**src/rtl/cmd_alu_pro_if.sv**
```systemverilog
// cmd_alu_pro_if: byte-stream bus between a host/receiver, the command
// processor and the serial transmitter.
//   din_pro/en_din_pro    : incoming command/operand byte + 1-cycle strobe
//   dout_pro/en_dout_pro  : outgoing result/status byte + 1-cycle strobe
//   rdy                   : transmitter status, 0 = ready for a byte
//   busy_pro              : processor is mid-frame or transmitting
//   err_pro               : 1-cycle pulse when a frame is aborted by timeout
// master = environment side, slave = processor side.
interface cmd_alu_pro_if;
  logic [7:0] din_pro;
  logic       en_din_pro;
  logic [7:0] dout_pro;
  logic       en_dout_pro;
  logic       rdy;
  logic       busy_pro;
  logic       err_pro;

  modport master (
    output din_pro, en_din_pro, rdy,
    input  dout_pro, en_dout_pro, busy_pro, err_pro
  );

  modport slave (
    input  din_pro, en_din_pro, rdy,
    output dout_pro, en_dout_pro, busy_pro, err_pro
  );
endinterface

```
**src/rtl/cmd_alu_pro.sv**
```systemverilog
// cmd_alu_pro: byte-stream ALU command processor.
// Accepts a frame {opcode, A[NB bytes], B[NB bytes]} (MSB first), executes one
// of eight operations and sends NB result bytes (MSB first) plus a status byte
// {5'b0, bad_opcode, zero, carry} to the transmitter, one byte per rdy==0.
// Ports:
//   clk  : system clock, rising edge
//   res  : asynchronous active-low reset
//   bus  : cmd_alu_pro_if.slave (din/en_din in, dout/en_dout out, rdy in,
//          busy/err out)
module cmd_alu_pro #(
  parameter int         NB      = 1,
  parameter int         TIMEOUT = 1000,
  parameter logic [7:0] OP_ADD  = 8'h0a,
  parameter logic [7:0] OP_SUB  = 8'h0b,
  parameter logic [7:0] OP_AND  = 8'h0c,
  parameter logic [7:0] OP_OR   = 8'h0d,
  parameter logic [7:0] OP_XOR  = 8'h0e,
  parameter logic [7:0] OP_CMP  = 8'h0f,
  parameter logic [7:0] OP_SHL  = 8'h10,
  parameter logic [7:0] OP_SHR  = 8'h11
) (
  input logic          clk,
  input logic          res,
  cmd_alu_pro_if.slave bus
);
  localparam int DW  = 8 * NB;
  localparam int TXW = 8 * (NB + 1);

  typedef enum logic [2:0] {IDLE, GET_A, GET_B, EXEC, TX_WAIT, TX_GAP} state_t;

  state_t           state_reg;
  logic [7:0]       opcode_reg;
  logic [DW-1:0]    a_reg;
  logic [DW-1:0]    b_reg;
  logic [2:0]       byte_cnt_reg;
  logic [31:0]      tmo_cnt_reg;
  logic [TXW-1:0]   tx_buf_reg;
  logic [2:0]       tx_cnt_reg;
  logic [7:0]       dout_reg;
  logic             en_dout_reg;
  logic             busy_reg;
  logic             err_reg;

  // ALU datapath, consumed only in EXEC
  logic [DW:0]      sum_w;
  logic [DW:0]      diff_w;
  logic [DW-1:0]    result_w;
  logic             carry_w;
  logic             zero_w;
  logic             bad_w;
  logic             shift_oor_w;

  always_comb begin
    sum_w       = {1'b0, a_reg} + {1'b0, b_reg};
    // The extra top bit of the widened difference is the unsigned borrow
    diff_w      = {1'b0, a_reg} - {1'b0, b_reg};
    shift_oor_w = (b_reg >= DW'(DW));
    result_w    = '0;
    carry_w     = 1'b0;
    bad_w       = 1'b0;
    case (opcode_reg)
      OP_ADD: begin result_w = sum_w[DW-1:0];  carry_w = sum_w[DW];  end
      OP_SUB: begin result_w = diff_w[DW-1:0]; carry_w = diff_w[DW]; end
      OP_AND: result_w = a_reg & b_reg;
      OP_OR:  result_w = a_reg | b_reg;
      OP_XOR: result_w = a_reg ^ b_reg;
      OP_CMP: carry_w = diff_w[DW];
      OP_SHL: result_w = shift_oor_w ? '0 : (a_reg << b_reg);
      OP_SHR: result_w = shift_oor_w ? '0 : (a_reg >> b_reg);
      default: bad_w = 1'b1;
    endcase
    // CMP reports equality even though its result bytes are sent as zero;
    // a bad opcode never reports zero.
    if (bad_w)
      zero_w = 1'b0;
    else if (opcode_reg == OP_CMP)
      zero_w = (diff_w[DW-1:0] == '0);
    else
      zero_w = (result_w == '0);
  end

  always_ff @(posedge clk or negedge res) begin
    if (!res) begin
      state_reg    <= IDLE;
      opcode_reg   <= '0;
      a_reg        <= '0;
      b_reg        <= '0;
      byte_cnt_reg <= '0;
      tmo_cnt_reg  <= '0;
      tx_buf_reg   <= '0;
      tx_cnt_reg   <= '0;
      dout_reg     <= '0;
      en_dout_reg  <= 1'b0;
      busy_reg     <= 1'b0;
      err_reg      <= 1'b0;
    end else begin
      en_dout_reg <= 1'b0;
      err_reg     <= 1'b0;
      case (state_reg)
        IDLE: begin
          if (bus.en_din_pro) begin
            opcode_reg   <= bus.din_pro;
            byte_cnt_reg <= '0;
            tmo_cnt_reg  <= '0;
            busy_reg     <= 1'b1;
            state_reg    <= GET_A;
          end
        end
        GET_A, GET_B: begin
          // An accepted byte takes priority over an expiring timeout
          if (bus.en_din_pro) begin
            tmo_cnt_reg <= '0;
            if (state_reg == GET_A)
              a_reg <= (a_reg << 8) | DW'(bus.din_pro);
            else
              b_reg <= (b_reg << 8) | DW'(bus.din_pro);
            if (byte_cnt_reg == 3'(NB - 1)) begin
              byte_cnt_reg <= '0;
              state_reg    <= (state_reg == GET_A) ? GET_B : EXEC;
            end else begin
              byte_cnt_reg <= byte_cnt_reg + 3'd1;
            end
          end else if (TIMEOUT != 0 && tmo_cnt_reg == 32'(TIMEOUT - 1)) begin
            tmo_cnt_reg <= '0;
            busy_reg    <= 1'b0;
            err_reg     <= 1'b1;
            state_reg   <= IDLE;
          end else if (TIMEOUT != 0) begin
            tmo_cnt_reg <= tmo_cnt_reg + 32'd1;
          end
        end
        EXEC: begin
          tx_buf_reg <= {result_w, 5'b0, bad_w, zero_w, carry_w};
          tx_cnt_reg <= '0;
          state_reg  <= TX_WAIT;
        end
        TX_WAIT: begin
          if (!bus.rdy) begin
            dout_reg    <= tx_buf_reg[TXW-1 -: 8];
            en_dout_reg <= 1'b1;
            tx_buf_reg  <= tx_buf_reg << 8;
            tx_cnt_reg  <= tx_cnt_reg + 3'd1;
            state_reg   <= TX_GAP;
          end
        end
        TX_GAP: begin
          // rdy is not trusted here; the transmitter needs a cycle to raise it
          if (tx_cnt_reg == 3'(NB + 1)) begin
            busy_reg  <= 1'b0;
            state_reg <= IDLE;
          end else begin
            state_reg <= TX_WAIT;
          end
        end
        default: begin
          busy_reg  <= 1'b0;
          state_reg <= IDLE;
        end
      endcase
    end
  end

  assign bus.dout_pro    = dout_reg;
  assign bus.en_dout_pro = en_dout_reg;
  assign bus.busy_pro    = busy_reg;
  assign bus.err_pro     = err_reg;
endmodule

```
**src/flat_wrapper.sv**
```systemverilog
// flat-port wrapper written by rule: the top's interface ports become plain ports
module cmd_alu_pro_flat 
#(
  parameter int         NB      = 1,
  parameter int         TIMEOUT = 1000,
  parameter logic [7:0] OP_ADD  = 8'h0a,
  parameter logic [7:0] OP_SUB  = 8'h0b,
  parameter logic [7:0] OP_AND  = 8'h0c,
  parameter logic [7:0] OP_OR   = 8'h0d,
  parameter logic [7:0] OP_XOR  = 8'h0e,
  parameter logic [7:0] OP_CMP  = 8'h0f,
  parameter logic [7:0] OP_SHL  = 8'h10,
  parameter logic [7:0] OP_SHR  = 8'h11
)
  (clk, res, bus_din_pro, bus_en_din_pro, bus_rdy, bus_dout_pro, bus_en_dout_pro, bus_busy_pro, bus_err_pro);
  cmd_alu_pro_if bus_i ();
  input logic clk;
  input logic res;
  input wire logic [$bits(bus_i.din_pro)-1:0] bus_din_pro;
  input wire logic [$bits(bus_i.en_din_pro)-1:0] bus_en_din_pro;
  input wire logic [$bits(bus_i.rdy)-1:0] bus_rdy;
  output wire logic [$bits(bus_i.dout_pro)-1:0] bus_dout_pro;
  output wire logic [$bits(bus_i.en_dout_pro)-1:0] bus_en_dout_pro;
  output wire logic [$bits(bus_i.busy_pro)-1:0] bus_busy_pro;
  output wire logic [$bits(bus_i.err_pro)-1:0] bus_err_pro;
  assign bus_i.din_pro = bus_din_pro;
  assign bus_i.en_din_pro = bus_en_din_pro;
  assign bus_i.rdy = bus_rdy;
  assign bus_dout_pro = bus_i.dout_pro;
  assign bus_en_dout_pro = bus_i.en_dout_pro;
  assign bus_busy_pro = bus_i.busy_pro;
  assign bus_err_pro = bus_i.err_pro;
  cmd_alu_pro #(.NB(NB), .TIMEOUT(TIMEOUT), .OP_ADD(OP_ADD), .OP_SUB(OP_SUB), .OP_AND(OP_AND), .OP_OR(OP_OR), .OP_XOR(OP_XOR), .OP_CMP(OP_CMP), .OP_SHL(OP_SHL), .OP_SHR(OP_SHR)) u_core (.clk(clk), .res(res), .bus(bus_i));
endmodule
```
**config.mk**
```make
export PLATFORM = sky130hd
export DESIGN_NAME = cmd_alu_pro_flat
export DESIGN_NICKNAME = d
export VERILOG_FILES = /design/src/rtl/cmd_alu_pro_if.sv /design/src/rtl/cmd_alu_pro.sv /design/src/flat_wrapper.sv
export SDC_FILE = /design/constraint.sdc
export NUM_CORES = 1
export LEC_CHECK = 0
export ABC_AREA = 1
export CORE_MARGIN = 2
export CORE_UTILIZATION = 35
export CTS_CLUSTER_DIAMETER = 50
export DETAILED_ROUTE_END_ITERATION = 6
export GPL_ROUTABILITY_DRIVEN = 0
export PLACE_DENSITY = 0.55
export SETUP_SLACK_MARGIN = 0.3
export SLEW_MARGIN = 20
export SYNTH_ARGS = -nofsm -noshare
export SYNTH_HDL_FRONTEND = slang
export SYNTH_SLANG_ARGS = --single-unit
```
**constraint.sdc**
```tcl
create_clock -name clk -period 2.4 [get_ports clk]
set_input_delay 0.36 -clock clk [delete_from_list [all_inputs] [get_ports clk]]
set_output_delay 0.36 -clock clk [all_outputs]
set_load 0.01 [all_outputs]
```
==> results.env <==
TOP_LAYER_USED='met4'
START_UTIL_PCT=35.4
MOST-COMMON-LAYOUT-CELLS='205 x nand2_1, 95 x inv_1, 81 x dfrtp_1'
DP_WORST_SETUP_SLACK_PS=82.7
ANTENNA_FOUND_INITIAL=0
P_LEAK_nW=3.69
SYNTH_SEQ_AREA_SHARE_PCT=36.0
PATH_TYPE_OF_THE_WORST_SETUP_PATH='reg2reg'
SYNTHARSTFLOPSHARE_PCT=100
COREAREA_UM2=17100
WL_UM=17600
MET2WIRELENGTH_UM=7770
CP_MAX_FO=3
MAX-SLEW-MARGIN-REL_PCT=58.6
YS_WARN_COUNT=0
HOLD_PATH.CLASS='in2async'
NUMBER_OF_INPUT_AND_OUTPUT_PORT_BUFFERS_INSERTED=22
FINISH.NET_COUNT=983
DIE_W_UM=136
CP.ARRIVAL_PS=2580
WORST_SKEW_PAIR_LATER_PIN_LATENCY_PS=360
MAX-CAP-VIOLATIONS=0
WORST-R2R-CELL-COUNT=15
SYNTHDISTINCTLIBCELLS=54
N_ANTENNA_CELL=0
CP_DATA_REQUIRED_TIME_PS=2700
CLOCK_TREE.BUFFER_DEPTH=2
HIGHEST_ACHIEVABLE_CLOCK_RATE_MHz=439
GRT_UTIL_ALL_LAYERS_PCT=19.6
POST-LAYOUT-TOTAL-POWER_W=0.00826
DRT-INITIAL-DRC-COUNT=504
HOLD_WS_PS=17.0
FIRST_GLOBAL_VIAS=5275
CLOCK_TREE_FROM_TRITONCTS='yes'
NUM_VIAS=5961
P_PER_AREA_nW_PER_UM2=1060
SYNTHESIS.NETS=889
CP-START-KIND='flip-flop'
IRDROPWORSTVDD_V=0.000542
CTS-HTREE-LEVELS=3
SYNTH_CELLS=844
TIMING.FINAL.HOLD_VIOLATIONS=0
TRITONCTS_NUM_SINKS=87
YOSYS_REGISTER_BITS=87
ROUTE.ANTENNA.REMAINING_NETS=0
FINAL_PERIOD_MINUS_WORST_SETUP_SLACK_PS=2280
FIN_WORST_SKEW_PS=12.3
LAYOUT_COMMONEST_CELL='nand2_1'
REPORT.FINAL.SETUP_VIOL=0
SYNTH_ENABLE_FLOP_CELLS=0
WORST_SLACK_PS=122
DIE_HEIGHT_UM=136
DESIGN.PORTCOUNT=23
TIMING.FINAL.MAX_SLEW_VIOLATIONS=0
DP.FINAL_HPWL_UM=13000
TRITONCTS.NUM_BUFFERS=9
FRACTION_OF_FINAL_LAYOUT_CELLS_WITH_DRIVE_STRENGTH_GREATER_THAN_1_PCT=23.6
GRT_MAX_DEGREE=46
YOSYS_MOST_USED_DFF='dfrtp_1'
STATUS='finished, final reports clean'
RSZ_0062_RAISED_AFTER_GLOBAL_ROUTING='true'
AVGVIACOUNTPERCELL=5.10
DRT-WIRELENGTH-PER-CELL_UM=15.1
DPL_CELL_AREA_UM2=6810
FIN_CRIT_SH_PCT=94.9
DRT_PRE_ANTENNA_ITERS=6
PLACE_INST=1112
NETLIST_AREA_UM2=6060
POSTSYNTHAREAPERCELL_UM2=7.18
COUNT_OF_PLACED_STANDARD_CELLS_IN_THE_FINAL_LAYOUT_FILLERS_LEFT_OUT=1168
DETAILED_ROUTE_WIRE_LENGTH_ON_METAL_1_UM=8720
FLOORPLAN.ROWS=48
CLOCK_TRANSITION_AT_THE_REGISTER_CLOCK_PINS_ON_THE_WORST_SETUP_AND_HOLD_PATHS_AFTER_CTS_PS=70
WORSTSETUPENDPOINTTYPE='flip-flop'
POST_SYNTHESIS_TO_FINAL_LAYOUT_AREA_GROWTH_PCT=28.2
GRT_PASS1_WL_UM=28200
FINISH.INSTANCE_AREA_UM2=7760
CLOCK_TREE.ROOT_CELL='clkbuf_16'
FLOORPLAN.DIE_AREA_UM2=18400
DR_WL_MET3_UM=830
FILLER_CELL_COUNT=1758
TIGHTESTPINTRANSITION_PS=621
NUMBER_OF_FLIP_FLOPS_IN_THE_LARGEST_REGISTER=32
GLOBAL_ROUTE.OVERFLOW_TOTAL=0
RESIDUAL_DRC_COUNT=0
==> cells in the mapped netlist (all sizes together), types with 2 or more instances <==
master     n  share of area, %
a211oi     4              0.70
a21oi     40               3.3
a22o       3              0.43
a31oi      6              0.62
buf        9              0.89
clkbuf    10              0.62
clkinv     2              0.14
dfrtp     87                36
fa         2              0.66
ha        31               6.4
inv      123               7.7
nand2    224                15
nand3     76               6.4
nand4     25               2.7
nor2      76               6.0
nor3      23               2.6
nor4       5              0.62
o2111ai    2              0.29
o211ai     4              0.50
o21a       2              0.25
o21ai     62               5.1
o22ai      6              0.62
o31ai      5              0.62
xnor2      2              0.29
xor2       3              0.43
==> through the flow <==
step / util, % / setup TNS [ps]
2_1_floorplan: - / 0
3_3_place_gp: 39.8 / 0
3_5_place_dp: 39.8 / 0
4_1_cts: 41.7 / 0
5_1_grt: 45.4 / -40.7
6_report: 45.4 / 0
==> final cells by class <==
cell class / instances / area [um^2] / area share [%]
sequential: 87 / 2180 / 28.1
inverter: 125 / 482 / 6.21
multi-input combinational: 613 / 3670 / 47.3
clock buffer: 10 / 229 / 2.95
timing repair inverter: 1 / 7.51 / 0.0967
clock inverter: 6 / 53.8 / 0.693
timing repair buffer: 101 / 856 / 11.0
tap: 225 / 282 / 3.63
==> metal layers <==
layer	track usage (%)	vias to the layer above
li1	-	2978
met1	30.1	2796
met2	28.2	167
met3	2.69	20
met4	6.13	0
met5	0	-
==> kinds of logic after synthesis <==
logic type,count (synthesis),synth area share (%)
AOI/OAI and AO/OA,141,13.5
xor gates and xnor gates,5,0.723
adders and majority gates,33,7.07
buffers and inverters,144,9.32
DFF,87,36.0
muxes,1,0.165
and+or+nand+nor,433,33.3
==> critical path, cell delays in order (launching register included) <==
cell and delay (ps):
dfrtp_1 430, inv_2 100, ha_4 130, inv_2 50, fa_2 420, nand4_1 130
nand3_2 120, xor2_2 220, nor2_2 70, a21oi_2 130, nand3_1 90, nor2_1 100
nand2_1 60, nand2_1 50, nand2_1 70, nand2_1 50
==> report_power, final <==
group	internal [W]	total [W]	leakage [nW]	switching (W)
Sequential	0.00182	0.00216	1.14	0.000341
Clock	0.000721	0.00137	0.136	0.000645
Combinational	0.00184	0.00473	2.41	0.00289
==> path summary, 6_finish.rpt <==
check / start / slack (ps) / endpoint
setup / recovery: u_core.a_reg[0] / 120 / u_core.tx_buf_reg[1]
hold / removal: res / 20 / u_core.bus.en_dout_pro
setup reg to reg: u_core.a_reg[0] / 120 / u_core.tx_buf_reg[1]
hold reg to reg: u_core.bus.dout_pro[3] / 480 / u_core.bus.dout_pro[3]
max in group asynchronous: res / 1800 / u_core.a_reg[2]
min in group clk: u_core.bus.dout_pro[3] / 480 / u_core.bus.dout_pro[3]
==> repair_timing <==
action	4_1_cts	5_1_grt
buffers inserted	2	37
gates resized for setup	6	89
hold buffers	0	0
pin swaps	0	42
endpoints found under the setup margin	24	34
cloned	0	1
Note: power is estimated with default switching activity, not from simulation.
